==> src/rtl/mem_align_unit.sv <==
// Load/store alignment unit between EX/MEM and the memory stage: passes aligned
// requests through and splits misaligned ones into aligned word loads or byte stores.
package mem_align_pkg;
  localparam int unsigned MA_XLEN = 32;

  typedef struct packed {
    logic               valid;
    logic [MA_XLEN-1:0] addr;
    logic               rw;
    logic [1:0]         rw_size;
    logic [MA_XLEN-1:0] data;
    logic               ld_op_sign;
  } data_req_t;
endpackage

module mem_align_unit
  import mem_align_pkg::*;
#(
  parameter int unsigned XLEN     = 32,
  parameter bit          EN_SPLIT = 1'b1
) (
  input  logic            clk_i,
  input  logic            rst_ni,
  input  logic            flush_i,
  input  data_req_t       ex_data_req_i,
  output data_req_t       mem_data_req_o,
  input  logic            mem_stall_i,
  input  logic [XLEN-1:0] mem_data_i,
  output logic [XLEN-1:0] data_o,
  output logic            stall_o,
  output logic            misalign_o
);

  typedef enum logic [2:0] {IDLE, LD_LO, LD_HI, ST_B, DONE} state_e;

  localparam logic [1:0] SZ_BYTE = 2'b01;
  localparam logic [1:0] SZ_HALF = 2'b10;
  localparam logic [1:0] SZ_WORD = 2'b11;

  state_e          state_q, state_d;
  logic [XLEN-1:0] addr_q, addr_d;
  logic [1:0]      off_q, off_d;
  logic [1:0]      size_q, size_d;
  logic            sign_q, sign_d;
  logic [XLEN-1:0] data_q, data_d;
  logic [1:0]      cnt_q, cnt_d;
  logic [XLEN-1:0] lo_q, lo_d;
  logic [XLEN-1:0] res_q, res_d;

  logic            mis_c;
  logic            busy_c;
  logic            fire_c;
  logic [XLEN-1:0] merged_c;
  logic [XLEN-1:0] ld_res_c;
  logic [7:0]      st_byte_c;
  logic [1:0]      last_c;

  assign mis_c = ex_data_req_i.valid &&
                 ((ex_data_req_i.rw_size == SZ_HALF && ex_data_req_i.addr[0]) ||
                  (ex_data_req_i.rw_size == SZ_WORD && ex_data_req_i.addr[1:0] != 2'b00));

  assign busy_c = (state_q == LD_LO) || (state_q == LD_HI) || (state_q == ST_B);
  assign fire_c = busy_c && !mem_stall_i && !flush_i;

  // Merge the two words and shift the requested bytes down to lane 0.
  assign merged_c  = XLEN'({mem_data_i, lo_q} >> {off_q, 3'b000});
  assign ld_res_c  = (size_q == SZ_HALF) ?
                     {{(XLEN-16){sign_q & merged_c[15]}}, merged_c[15:0]} : merged_c;
  assign st_byte_c = data_q[{cnt_q, 3'b000} +: 8];
  assign last_c    = (size_q == SZ_HALF) ? 2'd1 : 2'd3;

  always_comb begin
    state_d = state_q;
    addr_d  = addr_q;
    off_d   = off_q;
    size_d  = size_q;
    sign_d  = sign_q;
    data_d  = data_q;
    cnt_d   = cnt_q;
    lo_d    = lo_q;
    res_d   = res_q;
    case (state_q)
      IDLE: begin
        if (mis_c && EN_SPLIT) begin
          addr_d  = ex_data_req_i.rw ? ex_data_req_i.addr : {ex_data_req_i.addr[XLEN-1:2], 2'b00};
          off_d   = ex_data_req_i.addr[1:0];
          size_d  = ex_data_req_i.rw_size;
          sign_d  = ex_data_req_i.ld_op_sign;
          data_d  = ex_data_req_i.data;
          cnt_d   = 2'd0;
          res_d   = '0;
          state_d = ex_data_req_i.rw ? ST_B : LD_LO;
        end
      end
      LD_LO: begin
        if (fire_c) begin
          lo_d    = mem_data_i;
          state_d = LD_HI;
        end
      end
      LD_HI: begin
        if (fire_c) begin
          res_d   = ld_res_c;
          state_d = DONE;
        end
      end
      ST_B: begin
        if (fire_c) begin
          cnt_d = cnt_q + 2'd1;
          if (cnt_q == last_c) state_d = DONE;
        end
      end
      DONE:    state_d = IDLE;
      default: state_d = IDLE;
    endcase
    // Flush abandons the sequence and drops any same-cycle completion.
    if (flush_i) begin
      state_d = IDLE;
      cnt_d   = 2'd0;
      lo_d    = '0;
      res_d   = '0;
    end
  end

  always_ff @(posedge clk_i) begin
    if (!rst_ni) begin
      state_q <= IDLE;
      addr_q  <= '0;
      off_q   <= '0;
      size_q  <= '0;
      sign_q  <= 1'b0;
      data_q  <= '0;
      cnt_q   <= '0;
      lo_q    <= '0;
      res_q   <= '0;
    end else begin
      state_q <= state_d;
      addr_q  <= addr_d;
      off_q   <= off_d;
      size_q  <= size_d;
      sign_q  <= sign_d;
      data_q  <= data_d;
      cnt_q   <= cnt_d;
      lo_q    <= lo_d;
      res_q   <= res_d;
    end
  end

  // Outputs are combinational so aligned traffic sees no added latency.
  always_comb begin
    mem_data_req_o = ex_data_req_i;
    data_o         = mem_data_i;
    stall_o        = mem_stall_i;
    misalign_o     = 1'b0;
    if (rst_ni) begin
      case (state_q)
        IDLE: begin
          if (mis_c) begin
            mem_data_req_o.valid = 1'b0;
            if (EN_SPLIT) begin
              stall_o = 1'b1;
            end else begin
              misalign_o = 1'b1;
              stall_o    = 1'b0;
            end
          end
        end
        LD_LO, LD_HI: begin
          mem_data_req_o            = '0;
          mem_data_req_o.valid      = 1'b1;
          mem_data_req_o.rw_size    = SZ_WORD;
          mem_data_req_o.ld_op_sign = sign_q;
          mem_data_req_o.addr       = (state_q == LD_HI) ? addr_q + XLEN'(4) : addr_q;
          stall_o                   = 1'b1;
        end
        ST_B: begin
          mem_data_req_o         = '0;
          mem_data_req_o.valid   = 1'b1;
          mem_data_req_o.rw      = 1'b1;
          mem_data_req_o.rw_size = SZ_BYTE;
          mem_data_req_o.addr    = addr_q + XLEN'(cnt_q);
          mem_data_req_o.data    = {4{st_byte_c}};
          stall_o                = 1'b1;
        end
        DONE: begin
          mem_data_req_o.valid = 1'b0;
          stall_o              = 1'b0;
          data_o               = res_q;
        end
        default: ;
      endcase
      if (flush_i) mem_data_req_o.valid = 1'b0;
    end
  end

endmodule

==> config.mk <==
export PLATFORM = sky130hd
export DESIGN_NAME = mem_align_unit
export DESIGN_NICKNAME = d
export VERILOG_FILES = /design/src/rtl/mem_align_unit.sv
export SDC_FILE = /design/constraint.sdc
export NUM_CORES = 1
export LEC_CHECK = 0
export CELL_PAD_IN_SITES_DETAIL_PLACEMENT = 0
export CELL_PAD_IN_SITES_GLOBAL_PLACEMENT = 1
export CORE_MARGIN = 1.5
export CORE_UTILIZATION = 41
export CTS_BUF_LIST = sky130_fd_sc_hd__clkbuf_4 sky130_fd_sc_hd__clkbuf_8
export CTS_CLUSTER_DIAMETER = 40
export DETAILED_ROUTE_END_ITERATION = 8
export PLACE_DENSITY = 0.88
export SLEW_MARGIN = 10
export SYNTH_ARGS = -nofsm -noshare
export SYNTH_HDL_FRONTEND = slang
export SYNTH_SLANG_ARGS = --single-unit
==> constraint.sdc <==
create_clock -name clk_i -period 6.06 [get_ports clk_i]
set_input_delay 1.212 -clock clk_i [delete_from_list [all_inputs] [get_ports clk_i]]
set_output_delay 1.212 -clock clk_i [all_outputs]
set_load 0.05 [all_outputs]
==> metrics.md, run 1 <==
| Metric | Value |
|---|---|
| Post-Syn Instances | `1053` |
| Gr usage total | `24.9%` |
| Post-synth top cells | `nand2_1, dfxtp_1, a21oi_1` |
| Fmax | `0.185 GHz` |
| N_diodes | `0` |
| Hold Vio Cnt, Final | `0` |
| Worst EP arrival | `4.19 ns` |
| Seq cells post-synth | `roughly 140` |
| Worst setup EP type | `output pin` |
| RSZ-0062 raised after global routing | `no` |
| Critical path type | `flip-flop to output pin` |
| WL final | `27700 um` |
| Synthesized area | `8560 um^2` |
| Final RePlAce weighted congestion | `0.902` |
| H-Tree Depth | `4` |
| Root buffer cell | `clkbuf_8` |
| Cts repair resizes | `0` |
| Ports | `208` |
| Starting Density | `42.0%` |
| P&R area growth vs syn | `29.1%` |
| Top cells by area, synth | `dfxtp_1, nand2_1, mux4_2, a21boi_0, a21oi_1` |
| Top-count cell post-synth | `nand2_1` |
| Fin crit share | `89.1%` |
| Number of cells on the worst reg-to-reg path | `6` |
| Synth warn | `0` |
| Sequential Area | `approximately 2800 um^2` |
| Max Root-Sink Buffers | `2` |
| Largest net degree at the start of global routing | `76` |
| Hold Buf Count CTS | `0` |
| ANT nets after route | `0` |
| CTS tree | `yes` |
| Wirelength per Cell | `18.6 um` |
| # port buffers | `206` |
| Share of cells above drive strength 1 | `11.9%` |
| Post-route cell area | `approximately 11000 um^2` |
| Top_reg_cell synth | `dfxtp_1` |
| Total grt overflow | `0` |
| DRC viols | `0` |
| Iter 0 DRT Violations | `830` |
| Worst slack at placement | `approximately 1.1 ns` |
| VDD IR max | `approximately 0.12 mV` |
| Clk pin slew, worst setup/hold paths | `around 0.080 ns` |
| Post-synth top area share | `roughly a third` |
| Setup TNS | `0 ns` |
| Sequential area share after synthesis | `32.3%` |
| Fin. max-slew vios | `0` |
| Leak | `3.78 nW` |
| Core Area | `20400 um^2` |
| Vias per inst | `roughly 5.7` |
| DRT Pass-1 Iters | `5` |
| Post-DP Area | `~11000 um^2` |
| Vias in the first global route | `7848` |
| Tot Pwr | `0.00225 W` |
| Insertion delay of the later-clocked pin in the worst-skew pair | `0.45 ns` |
| Layout fillers | `1952` |
| Final min period | `5.40 ns` |
| Total CTS buffers | `17` |
| Worst Max-Slew Pin Slew | `approximately 1 ns` |
| P per Cell Area | `204 nW/um^2` |
| Post-Syn Area per Cell | `8.13 um^2` |
| Finish-stage setup viols | `0` |
| Area of the multi-input gates | `5360 um^2` |
| Rel. slew slack | `33.1%` |
| DR vias | `8473` |
| Final net count | `1314` |
| Max Cap Viol | `0` |
| Die X | `148 um` |
| Worst Setup Slack, final | `0.662 ns` |
| Ys async rst share | `0%` |
| Type of the most critical hold path | `flip-flop to flip-flop` |
| First-pass GRT wire length | `43000 um` |
| Area of the die | `21800 um^2` |
| Hpwl dp | `around 19000 um` |
| Post-synth EDFFs | `0` |
| Synthesized Nets | `~1200` |
| Row cnt | `52` |
| Post-CTS repair timing setup buffer count | `0` |
| Run status | `complete, no violations` |
| Die Y | `148 um` |
| Type of origin of the critical path | `flip-flop` |
| Worst path required time | `just under 5 ns` |
| Initial antenna violation count | `0` |
| Distinct cells, synth | `77` |
| Final core occ | `54.3%` |
| Hold Path Stages | `2` |
| Setup Skew | `0.0115 ns` |
| Cell taking the most area after synthesis | `dfxtp_1` |
| CP max FO | `13` |
| Clock sink total | `between 100 and 150` |
## per-layer routing
layer  up-vias  GRT usage, %  wire [um]
met5         -             0          0
met4         0          6.35        350
met3        26          5.34       2400
met2       378          38.6      12600
met1      3986          35.2      12300
li1       4083             -          -
## per-stage QoR
step           hold slack [ns]  std cells
2_1_floorplan            0.427       1053
3_3_place_gp             0.439       1456
3_5_place_dp             0.445       1456
4_1_cts                  0.458       1486
5_1_grt                  0.473       1486
6_report                 0.456       1486
## cell usage in the layout (no fill, tap or decap), drive strengths merged, types with 3 or more instances in the layout
cell type	instances
nand3	35
o211ai	5
nand4b	3
and3	14
nand4	14
a211oi	8
nor3	17
a21o	35
dfxtp	138
or2	5
clkinv	5
mux2	33
buf	17
mux4	40
o22ai	3
clkdlybuf4s50	204
nor2	63
nand2b	3
bufinv	3
a21oi	80
xnor2	3
and2	4
o21ai	32
a21boi	69
xor2	3
nand2	261
o21a	3
or3	3
o31ai	3
a31oi	10
nor2b	3
inv	10
clkbuf	19
nor4	5
or4	3
ha	3
and4	5
o2bb2ai	17
## layout make-up
class                      count  area share, %
sequential                   138           25.0
inverter                       7          0.238
multi-input combinational    820           48.5
clock inverter                11           1.31
tap                          270           3.06
timing repair buffer         221           19.6
clock buffer                  19           2.31
## critical path, cell delays in order, from the launching register on
cell and delay, ns:
dfxtp_1 0.76, fa_1 0.37, nand4_1 0.31, or3_1 0.55
o21ai_0 0.50, o21ai_0 0.22, o21ai_0 0.19, clkdlybuf4s50_1 0.84
## cell families after synthesis
family	share of synthesized area, %
flops	32.3
mux	15.0
xor+xnor	0.614
compound gates	22.7
simple gates	23.4
other cells	0.0438
fa+ha+maj	0.672
buf+inv	5.33
## sequential cells by signal, indices dropped and copies added (netlist names)
signal,flops
state_q,3
data_q,32
off_q,2
lo_q,32
size_q,2
res_q,32
cnt_q,2
sign_q,1
addr_q,32
## where the power goes
group	internal (W)	leakage, nW	switching [W]	total [W]
combinational	0.000200	2.45	0.000301	0.000501
clock	0.000420	0.210	0.000379	0.000798
sequential	0.000925	1.12	0.0000252	0.000951
total	0.00155	3.78	0.000705	0.00225
## path summary, 6_finish.rpt
kind	start	end	slack (ns)
worst min-delay path	res_q[1]	res_q[1]	0.46
worst max-delay path	cnt_q[1]	mem_data_req_o[48]	0.66
worst max register to register	state_q[1]	data_q[29]	3.27
worst min register to register	res_q[1]	res_q[1]	0.46
Note: power is estimated with default switching activity, not from simulation.
==> run 2, diff against run 1 <==
Settings changed: GPL_ROUTABILITY_DRIVEN set to 0.
==> results of run 2 <==
Final layout, timing and power as in run 1 (identical DEF).
